### src/rtl/apb_slave_regs.sv
// apb_slave_regs: zero-wait-state APB3 slave with control, compare-match counter,
// W1C status, scratch and ID registers. Every transfer is one SETUP plus one ACCESS cycle.
module apb_slave_regs #(
    parameter int ADDRWIDTH = 8,
    parameter int DATAWIDTH = 32
) (
    input  logic                 pclk,
    input  logic                 presetn,
    input  logic                 psel,
    input  logic                 penable,
    input  logic                 pwrite,
    input  logic [ADDRWIDTH-1:0] paddr,
    input  logic [DATAWIDTH-1:0] pwdata,
    output logic [DATAWIDTH-1:0] prdata,
    output logic                 irq
);

    typedef enum logic [1:0] {IDLE, SETUP, ACCESS} state_t;

    localparam logic [ADDRWIDTH-3:0] W_CTRL     = (ADDRWIDTH-2)'(0);
    localparam logic [ADDRWIDTH-3:0] W_CNT_LOAD = (ADDRWIDTH-2)'(1);
    localparam logic [ADDRWIDTH-3:0] W_CNT      = (ADDRWIDTH-2)'(2);
    localparam logic [ADDRWIDTH-3:0] W_STATUS   = (ADDRWIDTH-2)'(3);
    localparam logic [ADDRWIDTH-3:0] W_SCRATCH  = (ADDRWIDTH-2)'(4);
    localparam logic [ADDRWIDTH-3:0] W_ID       = (ADDRWIDTH-2)'(5);

    localparam logic [DATAWIDTH-1:0] SCRATCH_RST = DATAWIDTH'(32'hA5A5_A5A5);
    localparam logic [DATAWIDTH-1:0] ID_VALUE    = DATAWIDTH'(32'h4150_4231);

    state_t state, state_next;

    // Decoded bus strobes for the current cycle.
    logic wr_commit;    // edge that ends a write ACCESS
    logic access_done;  // edge that ends any ACCESS (read or write)
    logic rd_capture;   // edge that ends a read SETUP
    logic proto_err;    // psel & penable seen outside a valid SETUP

    logic [ADDRWIDTH-3:0] word;
    logic                 mapped;
    logic                 wr_ctrl, wr_load, wr_status, wr_scratch;
    logic                 cnt_clr, cnt_hit;

    logic                 ctrl_en, ctrl_irq_en;
    logic [DATAWIDTH-1:0] cnt_load, cnt, scratch, rdata;
    logic [2:0]           status;       // {proto_err, addr_err, match}
    logic [2:0]           status_set, status_clr;

    // The byte offset within a word carries no meaning for this block.
    logic unused_addr_lsb;
    assign unused_addr_lsb = ^paddr[1:0];

    // Bus FSM state register.
    always_ff @(posedge pclk or negedge presetn) begin
        // NOTE: clocked state uses non-blocking assignments so every flop samples pre-edge values.
        if (!presetn) state <= IDLE;
        else          state <= state_next;
    end

    // Bus FSM next-state logic; a protocol error always falls back to IDLE.
    always_comb begin
        // NOTE: default assignment first so no path through the case leaves state_next unassigned (no latch).
        state_next = state;
        case (state)
            IDLE:    state_next = (psel && !penable) ? SETUP : IDLE;
            SETUP:   if (!psel)        state_next = IDLE;
                     else if (penable) state_next = ACCESS;
                     else              state_next = SETUP;
            ACCESS:  if (!psel)         state_next = IDLE;
                     else if (!penable) state_next = SETUP;
                     else               state_next = IDLE;
            default: state_next = IDLE;
        endcase
    end

    // Bus FSM outputs: transfer strobes derived from state and bus inputs.
    always_comb begin
        wr_commit   = 1'b0;
        access_done = 1'b0;
        proto_err   = 1'b0;
        case (state)
            SETUP: if (psel && penable) begin
                access_done = 1'b1;
                wr_commit   = pwrite;
            end
            default: proto_err = psel && penable;
        endcase
        rd_capture = psel && !penable && !pwrite;
    end

    assign word       = paddr[ADDRWIDTH-1:2];
    assign mapped     = (word <= W_ID);
    assign wr_ctrl    = wr_commit && (word == W_CTRL);
    assign wr_load    = wr_commit && (word == W_CNT_LOAD);
    assign wr_status  = wr_commit && (word == W_STATUS);
    assign wr_scratch = wr_commit && (word == W_SCRATCH);

    // A clr write beats a same-edge match so the zeroed counter never reports a stale hit.
    assign cnt_clr = wr_ctrl && pwdata[2];
    assign cnt_hit = ctrl_en && (cnt == cnt_load) && !cnt_clr;

    assign status_set = {proto_err, access_done && !mapped, cnt_hit};
    assign status_clr = wr_status ? pwdata[2:0] : 3'b000;

    // Software-writable registers: CTRL enables, compare value and scratch.
    always_ff @(posedge pclk or negedge presetn) begin
        if (!presetn) begin
            ctrl_en     <= 1'b0;
            ctrl_irq_en <= 1'b0;
            cnt_load    <= '0;
            scratch     <= SCRATCH_RST;
        end else begin
            if (wr_ctrl) begin
                ctrl_en     <= pwdata[0];
                ctrl_irq_en <= pwdata[1];
            end
            if (wr_load)    cnt_load <= pwdata;
            if (wr_scratch) scratch  <= pwdata;
        end
    end

    // Compare-match counter: wraps to zero on reaching CNT_LOAD.
    always_ff @(posedge pclk or negedge presetn) begin
        if (!presetn)                 cnt <= '0;
        else if (cnt_clr)             cnt <= '0;
        else if (ctrl_en) begin
            if (cnt == cnt_load)      cnt <= '0;
            else                      cnt <= cnt + DATAWIDTH'(1);
        end
    end

    // W1C status: a hardware set on the same edge as a software clear wins.
    always_ff @(posedge pclk or negedge presetn) begin
        if (!presetn) status <= 3'b000;
        else          status <= (status & ~status_clr) | status_set;
    end

    // Read mux; unmapped words return zero.
    always_comb begin
        rdata = '0;
        case (word)
            W_CTRL:     rdata = {{(DATAWIDTH-2){1'b0}}, ctrl_irq_en, ctrl_en};
            W_CNT_LOAD: rdata = cnt_load;
            W_CNT:      rdata = cnt;
            W_STATUS:   rdata = {{(DATAWIDTH-3){1'b0}}, status};
            W_SCRATCH:  rdata = scratch;
            W_ID:       rdata = ID_VALUE;
            default:    rdata = '0;
        endcase
    end

    // Read data is captured at the end of a read SETUP and held until the next capture.
    always_ff @(posedge pclk or negedge presetn) begin
        if (!presetn)        prdata <= '0;
        else if (rd_capture) prdata <= rdata;
    end

    assign irq = ctrl_irq_en & status[0];

endmodule

### config.mk
export PLATFORM = sky130hd
export DESIGN_NAME = apb_slave_regs
export DESIGN_NICKNAME = d
export VERILOG_FILES = /design/src/rtl/apb_slave_regs.sv
export SDC_FILE = /design/constraint.sdc
export NUM_CORES = 1
export LEC_CHECK = 0
export ABC_CLOCK_PERIOD_IN_PS = 3550
export BUFFER_PORTS_ARGS = -buffer_cell sky130_fd_sc_hd__buf_4
export CAP_MARGIN = 20
export CORE_ASPECT_RATIO = 0.5
export CORE_MARGIN = 2
export CORE_UTILIZATION = 40
export CTS_CLUSTER_SIZE = 12
export DETAILED_ROUTE_END_ITERATION = 8
export PLACE_DENSITY = 0.57
export SYNTH_ARGS = -nofsm -noshare
export SYNTH_HDL_FRONTEND = slang
export SYNTH_SLANG_ARGS = --single-unit
### constraint.sdc
create_clock -name pclk -period 3.55 [get_ports pclk]
set_clock_uncertainty 0.1 [all_clocks]
set_input_delay 0 -clock pclk [delete_from_list [all_inputs] [get_ports pclk]]
set_output_delay 0 -clock pclk [all_outputs]
set_load 0.02 [all_outputs]
# After elaboration in Yosys (flattened, before gate mapping)
# Index checks and enable logic that the tools add are counted.
# Widths: inputs -> output; s select.
[totals]
reg_bits = 135
latchBits = 0
mem_bits_rw = 0
romBits = 0
inputBits = 45
output_inout_bits = 33
n_memories = 0
[op_classes]
add_sub_neg = 1
mul = 0
div = 0
n_lt_le_gt_ge = 1
n_eq_ne = 8
n_shift = 0
mux = 16
bitwise_logic = 4
reduce_logical = 18
[op_table]
columns = ["cell", "n"]
rows = [
  ["$pmux 32 s6", 1],
  ["$mux 32", 3],
  ["$add 32x1->32 const B", 1],
  ["$eq 32x32->1", 1],
  ["$eq 6x2->1 const B", 2],
  ["$eq 6x3->1 const B", 2],
  ["$logic_and 1x1->1", 11],
  ["$mux 1", 8],
  ["$eq 6x1->1 const B", 1],
  ["$le 6x3->1 const B", 1],
  ["$logic_not 6->1", 1],
  ["$pmux 2 s3", 1],
  ["$logic_not 1->1", 4],
  ["$mux 2", 2],
  ["$and 3x3->3", 1],
  ["$mux 3", 1],
  ["$not 3->3", 1],
  ["$or 3x3->3", 1],
  ["$eq 2x1->1 const B", 1],
  ["$eq 2x2->1 const B", 1],
  ["$logic_not 2->1", 1],
  ["$reduce_bool 2->1", 1],
  ["$and 1x1->1", 1],
]

# Logic depth before layout (Yosys ltp)
# Gate-level depths: netlist of the first run.
[logic_depth]
ltp_word = 8
mapped_depth = 8

# Worst setup path after synthesis of the first run
# Ideal clock, no wire load.
[synth_timing]
path_kind = "reg-to-reg"
from = "reg cnt[21]"
to = "reg cnt[26]"
setup_time_ns = 0.126
arrival_time_ns = 1.854
t_required_ns = 3.324
setup_slack_ns = 1.470
stages_incl_launch_ff = 9
n_path_buf = 2
path_cell_list = "dfrtp_1 > clkbuf_1 > xnor2_1 > nand4_1 > nor4_1 > a211oi_2 > buf_2 > o211a_1 > a221o_1"
[synth_between]
elab_chain_cells = 4
word_cells_on_any_way = 5
cone_classes = "1 x add/sub; 1 x eq/ne; 3 x mux"
[synth_lines]
columns = ["item", "line_no", "text"]
rows = [
  ["start: declaration", "44", "logic [DATAWIDTH-1:0] cnt_load, cnt, scratch, rdata;"],
  ["start signal: assignment", "127", "else cnt <= cnt + DATAWIDTH'(1);"],
  ["$add 32x1->32 or $eq 32x32->1 (tied branches)", "127, 126", ""],
  ["$mux 32 (*)", "126", "if (cnt == cnt_load) cnt <= '0;"],
  ["$mux 32 (*)", "125", "else if (ctrl_en) begin"],
  ["$mux 32 (*)", "124", "else if (cnt_clr) cnt <= '0;"],
]
# Every way passes the cells marked *; elsewhere a longest branch is shown, timed or not. The select of a mux whose other input is x is not followed.
# A chain may end at the register's enable or synchronous reset.

# Worst setup path in the final report of the first run
[layout_timing]
from = "in paddr[6]"
to = "reg cnt[10]"
[layout_between]
elab_chain_cells = 4
word_cells_on_any_way = 5
cone_classes = "1 x mux; 4 x reduce/logical"
[layout_lines]
columns = ["item", "line_no", "text"]
rows = [
  ["start: declaration", "12", "input logic [ADDRWIDTH-1:0] paddr,"],
  ["$logic_not 6->1 (*)", "92", "assign wr_ctrl = wr_commit && (word == W_CTRL);"],
  ["$logic_and 1x1->1 (*)", "92", ""],
  ["$logic_and 1x1->1 (*)", "98", "assign cnt_clr = wr_ctrl && pwdata[2];"],
  ["$mux 32 or $reduce_bool 2->1 (tied branches)", "n/a", ""],
]
# Every way passes the cells marked *; elsewhere a longest branch is shown, timed or not.

==> results of run 1 <==
-- registers in the layout, summed over array words and instances, names as in the netlist --
| register | flops |
|---|---|
| cnt | 32 |
| cnt_load | 32 |
| ctrl_en | 1 |
| ctrl_irq_en | 1 |
| prdata | 32 |
| scratch | 32 |
| state | 2 |
| status | 3 |
-- cells by family after synthesis --
kind of cell,count (synthesis),synth area share [%]
simple gates,172,13.74
flops,135,52.70
compound gates,100,12.30
mux,69,12.05
xor+xnor,47,6.383
buf+inv,39,2.639
fa+ha+maj,1,0.1940
-- what timing repair did --
action	4_1_cts	5_1_grt
setup buffers	0	0
hold endpoints to repair	149	0
hold buffers	42	0
-- placed cells by master (no fill, tap or decap), types with 4 or more instances in the layout --
cell type,instances
clkbuf_16,17
a22oi_1,4
dfrtp_1,119
xnor2_1,38
buf_4,87
o21ai_0,23
nand4_1,13
o211ai_1,6
and2_1,5
mux2_2,67
a21o_1,5
and4_1,5
nor2_1,27
dfstp_2,16
nand2b_1,4
a22o_1,13
xor2_1,9
a222oi_1,30
a21oi_1,4
and3_1,15
dlygate4sd3_1,42
nand2_1,59
nand3_1,18
-- final cells by class --
| type | instances | area [um2] |
|---|---|---|
| clock inverters | 11 | 146.4 |
| clock buffers | 21 | 470.5 |
| inverters | 3 | 11.26 |
| repair buffers | 130 | 1085 |
| multi-input cells | 389 | 2889 |
| flip-flops and latches | 135 | 3398 |
| well taps | 204 | 255.2 |
| fillers | 1399 | 7320 |
-- stage by stage --
step	utilization [%]	hold slack [ns]	cell area [um2]
2_1_floorplan	-	-0.3956	6449
3_3_place_gp	46.34	0.05287	7218
3_5_place_dp	46.34	0.04535	7218
4_1_cts	53.00	0.03014	8255
5_1_grt	53.00	0.07310	8255
6_report	53.00	0.04029	8255
-- critical path, delay by kind of cell --
family | cells | cell delay [ns]
AND/OR/NAND/NOR | 4 | 1.38
buffers and inverters | 3 | 0.89
XOR/XNOR | 1 | 0.16
AO/OA/AOI/OAI | 1 | 0.39
-- where the power goes --
group          total [uW]  internal, uW  switching (uW)
Sequential           1660          1590            69.6
Clock                1840          1160             678
Combinational         279           138             141
Total                3780          2890             888
-- path summary, 6_finish.rpt --
kind	startpoint	end	slack, ns
max	paddr[6]	cnt[10]	0.89
min	paddr[2]	prdata[2]	0.04
max reg2reg	cnt[5]	cnt[26]	0.95
max in group asynchronous	presetn	scratch[8]	2.28
min in group asynchronous	presetn	prdata[27]	0.13
min reg2reg	state[1]	state[0]	0.36
-- layer usage --
layer  wire (um)  track usage, %  vias to the layer above
li1            -               -                     2314
met1        8414           30.51                     2528
met2        7244           31.29                      142
met3        1105           5.194                       19
met4         210           5.800                        0
met5           0               0                        -
==> results.yml, run 1 <==
outcome:
  status: "finished, final reports clean"
clock_network:
  path_clk_slew_ns: 0.06
  clk_latency_ns: 0.42
  cts_htree_levels: 4
  cts.sinks: 135
  cts_root_buf: "clkbuf_16"
  numCtsBuffers: 17
  clock_path_buffers: 2
  cts_tree: "yes"
  postCtsResizedCells: 0
synth:
  postSynthAreaPerCell_um2: 11.45
  netlist_area_mm2: 0.006449
  synthCells: 563
  synth_edf_count: 0
  yosys.area.top_type: "dfrtp_1"
  synth.most_common_cell: "dfrtp_1"
  syn_nets: 609
  yosysSeqAreaShare_pct: 52.70
  ys_types: 52
  synthFlopType: "dfrtp_1"
  ys_top_cells_by_count: "119 x dfrtp_1, 67 x mux2_2, 59 x nand2_1"
  synth_top_area_share_pct: 46.18
  async_flop_share_pct: 100.0
  synth_area_leaders: "dfrtp_1 46%, mux2_2 12%, dfstp_2 6.5%, xnor2_1 5.2%, a222oi_1 4.7%"
  synth.yosys.warnings: 0
  yosys_register_bits: 135
layout:
  insertedDiodeCount: 0
  area_growth_pct: 28.02
  layout.nets: 722
  drive_gt1_share_pct: 31.06
  stdcell_count: 893
placed_design:
  place_congestion: 0.8280
  hpwl_um: 11200
  pre_cts_ws_ns: 0.9935
  numPortBuffers: 75
  place_inst: 819
detailed_routing:
  drc_errors: 0
  final_antenna_net_count: 0
  drt_iter0_markers: 469
  viasPerCell: 5.602
  via_count: 5003
  wl_um: 16980
  dr.pass1.iters: 8
  wire_per_inst_um: 19.01
timing:
  rsz0062_at_grt: "no"
  clock.fmax_ghz: 0.3764
  period_minus_slack_ns: 2.657
  setup_viol: 0
  slew_headroom_pct: 33.55
  fin_crit_sh_pct: 74.84
  worst_slew_pin_slew_ns: 0.9968
  hold_viol: 0
  finalWorstSetupSlack_ns: 0.8933
  setup_tns_ns: 0
  slew_violations: 0
floorplanning:
  num_rows: 32
  pin_count: 78
  start_util_pct: 41.40
  core-area_mm2: 0.01557
  dieArea_mm2: 0.01721
  die_h_um: 93.78
  die_x_um: 183.6
global_routing:
  antenna_found_initial: 0
  grt_use_total_pct: 21.04
  first_global_vias: 5001
  grt_remaining_overflow: 0
  grt_max_degree: 91
  grt_pass1_wl_um: 27320
setup_path:
  cp_max_fo: 21
  path_class: "in -> reg"
  critical_path_required_ns: 3.73
  cp-start-kind: "input port"
  crit_chain: "dlygate4sd3_1, buf_4, or4_4, o41a_1, buf_4, nor2b_1, nand4_1, xor2_1, nor2_1"
  cp_data_arrival_time_ns: 2.84
  max_stage_delay_ns: 0.57
  crit_path_top_delay_cell: "or4_4"
  cp_common_cell: "buf_4"
  rr_worst_depth: 6
  end_kind: "flop"
power_and_ir_drop:
  p_leak_uw: 0.003805
  power_uw: 3776
  irDropWorstVdd_v: 0.0003631
  cellPowerDensity_mw_per_mm2: 457.4
hold_path:
  min_path_cells: 4
  hold_class: "in -> reg"
flow_run:
  max_cap_viol_count: 0
(Power assumes the default switching activity.)
==> run 2, diff against run 1 <==
Settings changed: ABC_AREA set to 1, ABC_CLOCK_PERIOD_IN_PS 3550 to 2720.
Clock period 3.55 ns to 2.72 ns, I/O delays scaled along.
==> run 2 against run 1 <==
Sequential power is 25% higher. Worst setup slack worse by 0.16 ns. Register-to-register slack worse by 0.21 ns. Non-clock buffer count is 1 higher. Routed wire length is 14% higher. Power is 32% higher. Synthesized area is 10% higher. Sequential share of layout area is 3.1 points lower. Global-route usage is 0.61 points higher. First-iteration DRC count is 25% lower. Sequential cell count stayed put. Via count is 27% higher. Highest routed layer unchanged.
==> results.yml, run 2 <==
layout:
  area_growth_pct: 25.26
  final_common_cell: "nand2_1"
  fin_area_mm2: 0.008922
  layout.nets: 1081
  fillers: 1687
  mostFrequentLayoutCells: "330 x nand2_1, 119 x dfrtp_1, 102 x o21ai_0"
  drive_gt1_share_pct: 16.32
  insertedDiodeCount: 0
timing:
  hold_viol: 0
  worst_slew_pin_slew_ns: 0.7318
  period_minus_slack_ns: 1.985
  setup_tns_ns: 0
  slew_violations: 0
  slew_headroom_pct: 51.16
  setup_viol: 0
  clock.fmax_ghz: 0.5038
  rsz0062_at_grt: "no"
  fin_crit_sh_pct: 72.97
  timing.hold.ws_ns: 0.02271
setup_path:
  end_kind: "flop"
  critical_path_required_ns: 2.91
  r2r_start: "cnt[25]"
  path_class: "reg -> reg"
  cp-start-kind: "flop"
  cp_data_arrival_time_ns: 2.18
  cp_max_fo: 14
  reg2reg_slack_ns: 0.74
  rr_worst_depth: 10
  r2r_end: "cnt[17]"
synth:
  syn_nets: 975
  synth.area.mux_share_pct: 0
  netlist_area_mm2: 0.007123
  yosys_register_bits: 135
  synth_edf_count: 0
  async_flop_share_pct: 100.0
  synth-simple-area-share_pct: 25.77
  ys_types: 36
  synth_area_leaders: "dfrtp_1 42%, nand2_1 17%, o21ai_0 7.2%, dfstp_2 5.9%, inv_1 4.5%"
  yosysSeqAreaShare_pct: 47.71
  ys_top_cells_by_count: "331 x nand2_1, 119 x dfrtp_1, 102 x o21ai_0"
  synth.most_common_cell: "nand2_1"
  synth_top_area_share_pct: 41.81
  synth_compound_area_share_pct: 12.96
  postSynthAreaPerCell_um2: 7.667
  synth.yosys.warnings: 0
  yosys.area.top_type: "dfrtp_1"
  synth_top_family_by_area: "simple AND/OR/NAND/NOR gates"
  synth_adder_area_share_pct: 0.1757
  synthCells: 929
  synthXorXnorAreaFrac_pct: 5.287
  synthFlopType: "dfrtp_1"
clock_network:
  numCtsBuffers: 17
  cts_root_buf: "clkbuf_16"
  clock_path_buffers: 2
  cts.sinks: 135
  path_clk_slew_ns: 0.06
  postCtsResizedCells: 0
  ctsHoldBuffers: 39
  clk_latency_ns: 0.43
  cts_htree_levels: 4
  cts_tree: "yes"
  post_cts_buffers: 0
hold_path:
  min_path_cells: 6
  hold_class: "in -> reg"
  whs_endpoint: "ctrl_irq_en"
  hold_start: "paddr[6]"
power_and_ir_drop:
  power_switching_uw: 1172
  p_leak_uw: 0.004104
  pwr-share-seq_pct: 41.5
  clockPowerShare_pct: 51.6
  cellPowerDensity_mw_per_mm2: 558.4
  irDropWorstVdd_v: 0.0004498
  internal-power_uw: 3810
  switching_share_pct: 23.52
  combPwrFrac_pct: 6.9
floorplanning:
  die_h_um: 98.36
  core-area_mm2: 0.01740
  dieArea_mm2: 0.01896
  start_util_pct: 40.94
  num_rows: 34
  pin_count: 78
  die_x_um: 192.7
flow_run:
  max_cap_viol_count: 0
detailed_routing:
  via_count: 6338
  wl_um: 19380
  final_antenna_net_count: 0
  drt_iter0_markers: 351
  dr.pass1.iters: 5
  drc_errors: 0
  viasPerCell: 4.944
  wire_per_inst_um: 15.12
placed_design:
  place_congestion: 0.9178
  placed_cell_area_mm2: 0.007881
  numPortBuffers: 75
  hpwl_um: 13560
outcome:
  status: "finished, final reports clean"
global_routing:
  first_global_vias: 6186
  antenna_found_initial: 0
  grt_use_total_pct: 21.64
  grt_max_degree: 65
  grt_pass1_wl_um: 31900
  grt_remaining_overflow: 0
==> run 2: cell type report <==
class | count | area [um2] | area share (%)
Clock inverter | 14 | 221.5 | 2.482
Sequential cell | 135 | 3398 | 38.09
Clock buffer | 18 | 429.2 | 4.810
Multi-Input combinational cell | 662 | 3153 | 35.34
Inverter | 88 | 330.3 | 3.702
Timing Repair Buffer | 131 | 1097 | 12.30
Tap cell | 234 | 292.8 | 3.281
==> run 2: kinds of logic after synthesis <==
kind of cell	count (synthesis)
AOI/OAI and AO/OA	175
adders and majority gates	1
xor gates and xnor gates	43
buffers and inverters	132
and+or+nand+nor	443
DFF	135
==> run 2: worst max path at each step <==
stage	start	endpoint	slack, ns	cells past startpoint
6_report	cnt[25]	cnt[17]	0.74	10
5_1_grt	cnt[25]	cnt[0]	0.54	10
4_1_cts	state[1]	cnt[16]	0.76	9
3_5_place_dp	state[1]	cnt[16]	0.77	9
3_3_place_gp	cnt[25]	cnt[17]	0.80	10
2_1_floorplan	cnt[24]	cnt[10]	1.15	10
==> run 2: through the flow <==
step	setup slack, ns	instances	utilization, %	total power, uW
floorplan	1.151	929	-	2256
global placement	0.7993	1211	45.30	2403
detailed placement	0.7745	1211	45.30	2407
CTS	0.7594	1282	51.28	5030
global route	0.5408	1282	51.28	5148
finish	0.7351	1282	51.28	4982
==> run 2: routing by layer <==
metal / up-vias / global-route usage [%] / wire (um)
met5: - / 0 / 0
met4: 0 / 4.874 / 230
met3: 24 / 4.385 / 958
met2: 150 / 32.56 / 8164
met1: 3010 / 32.06 / 10030
li1: 3154 / - / -
==> run 2: worst max-delay path, cell delays in order (launching register included) <==
cell,delay [ns]
dfrtp_1,0.45
inv_1,0.12
nand2_1,0.06
nand2_1,0.05
nand2_1,0.05
nor2_1,0.17
nand2_1,0.08
nor2_1,0.20
nand2_2,0.17
nand2_2,0.29
o21ai_0,0.12
==> run 2: power groups by stage <==
stage / registers (uW) / clock network [uW] / logic, uW
after CTS: 2070 / 2610 / 351
final: 2070 / 2570 / 345
after floorplan: 2100 / 0 / 156
after global placement: 2100 / 0 / 303
after detailed placement: 2100 / 0 / 306
after global routing: 2070 / 2690 / 385
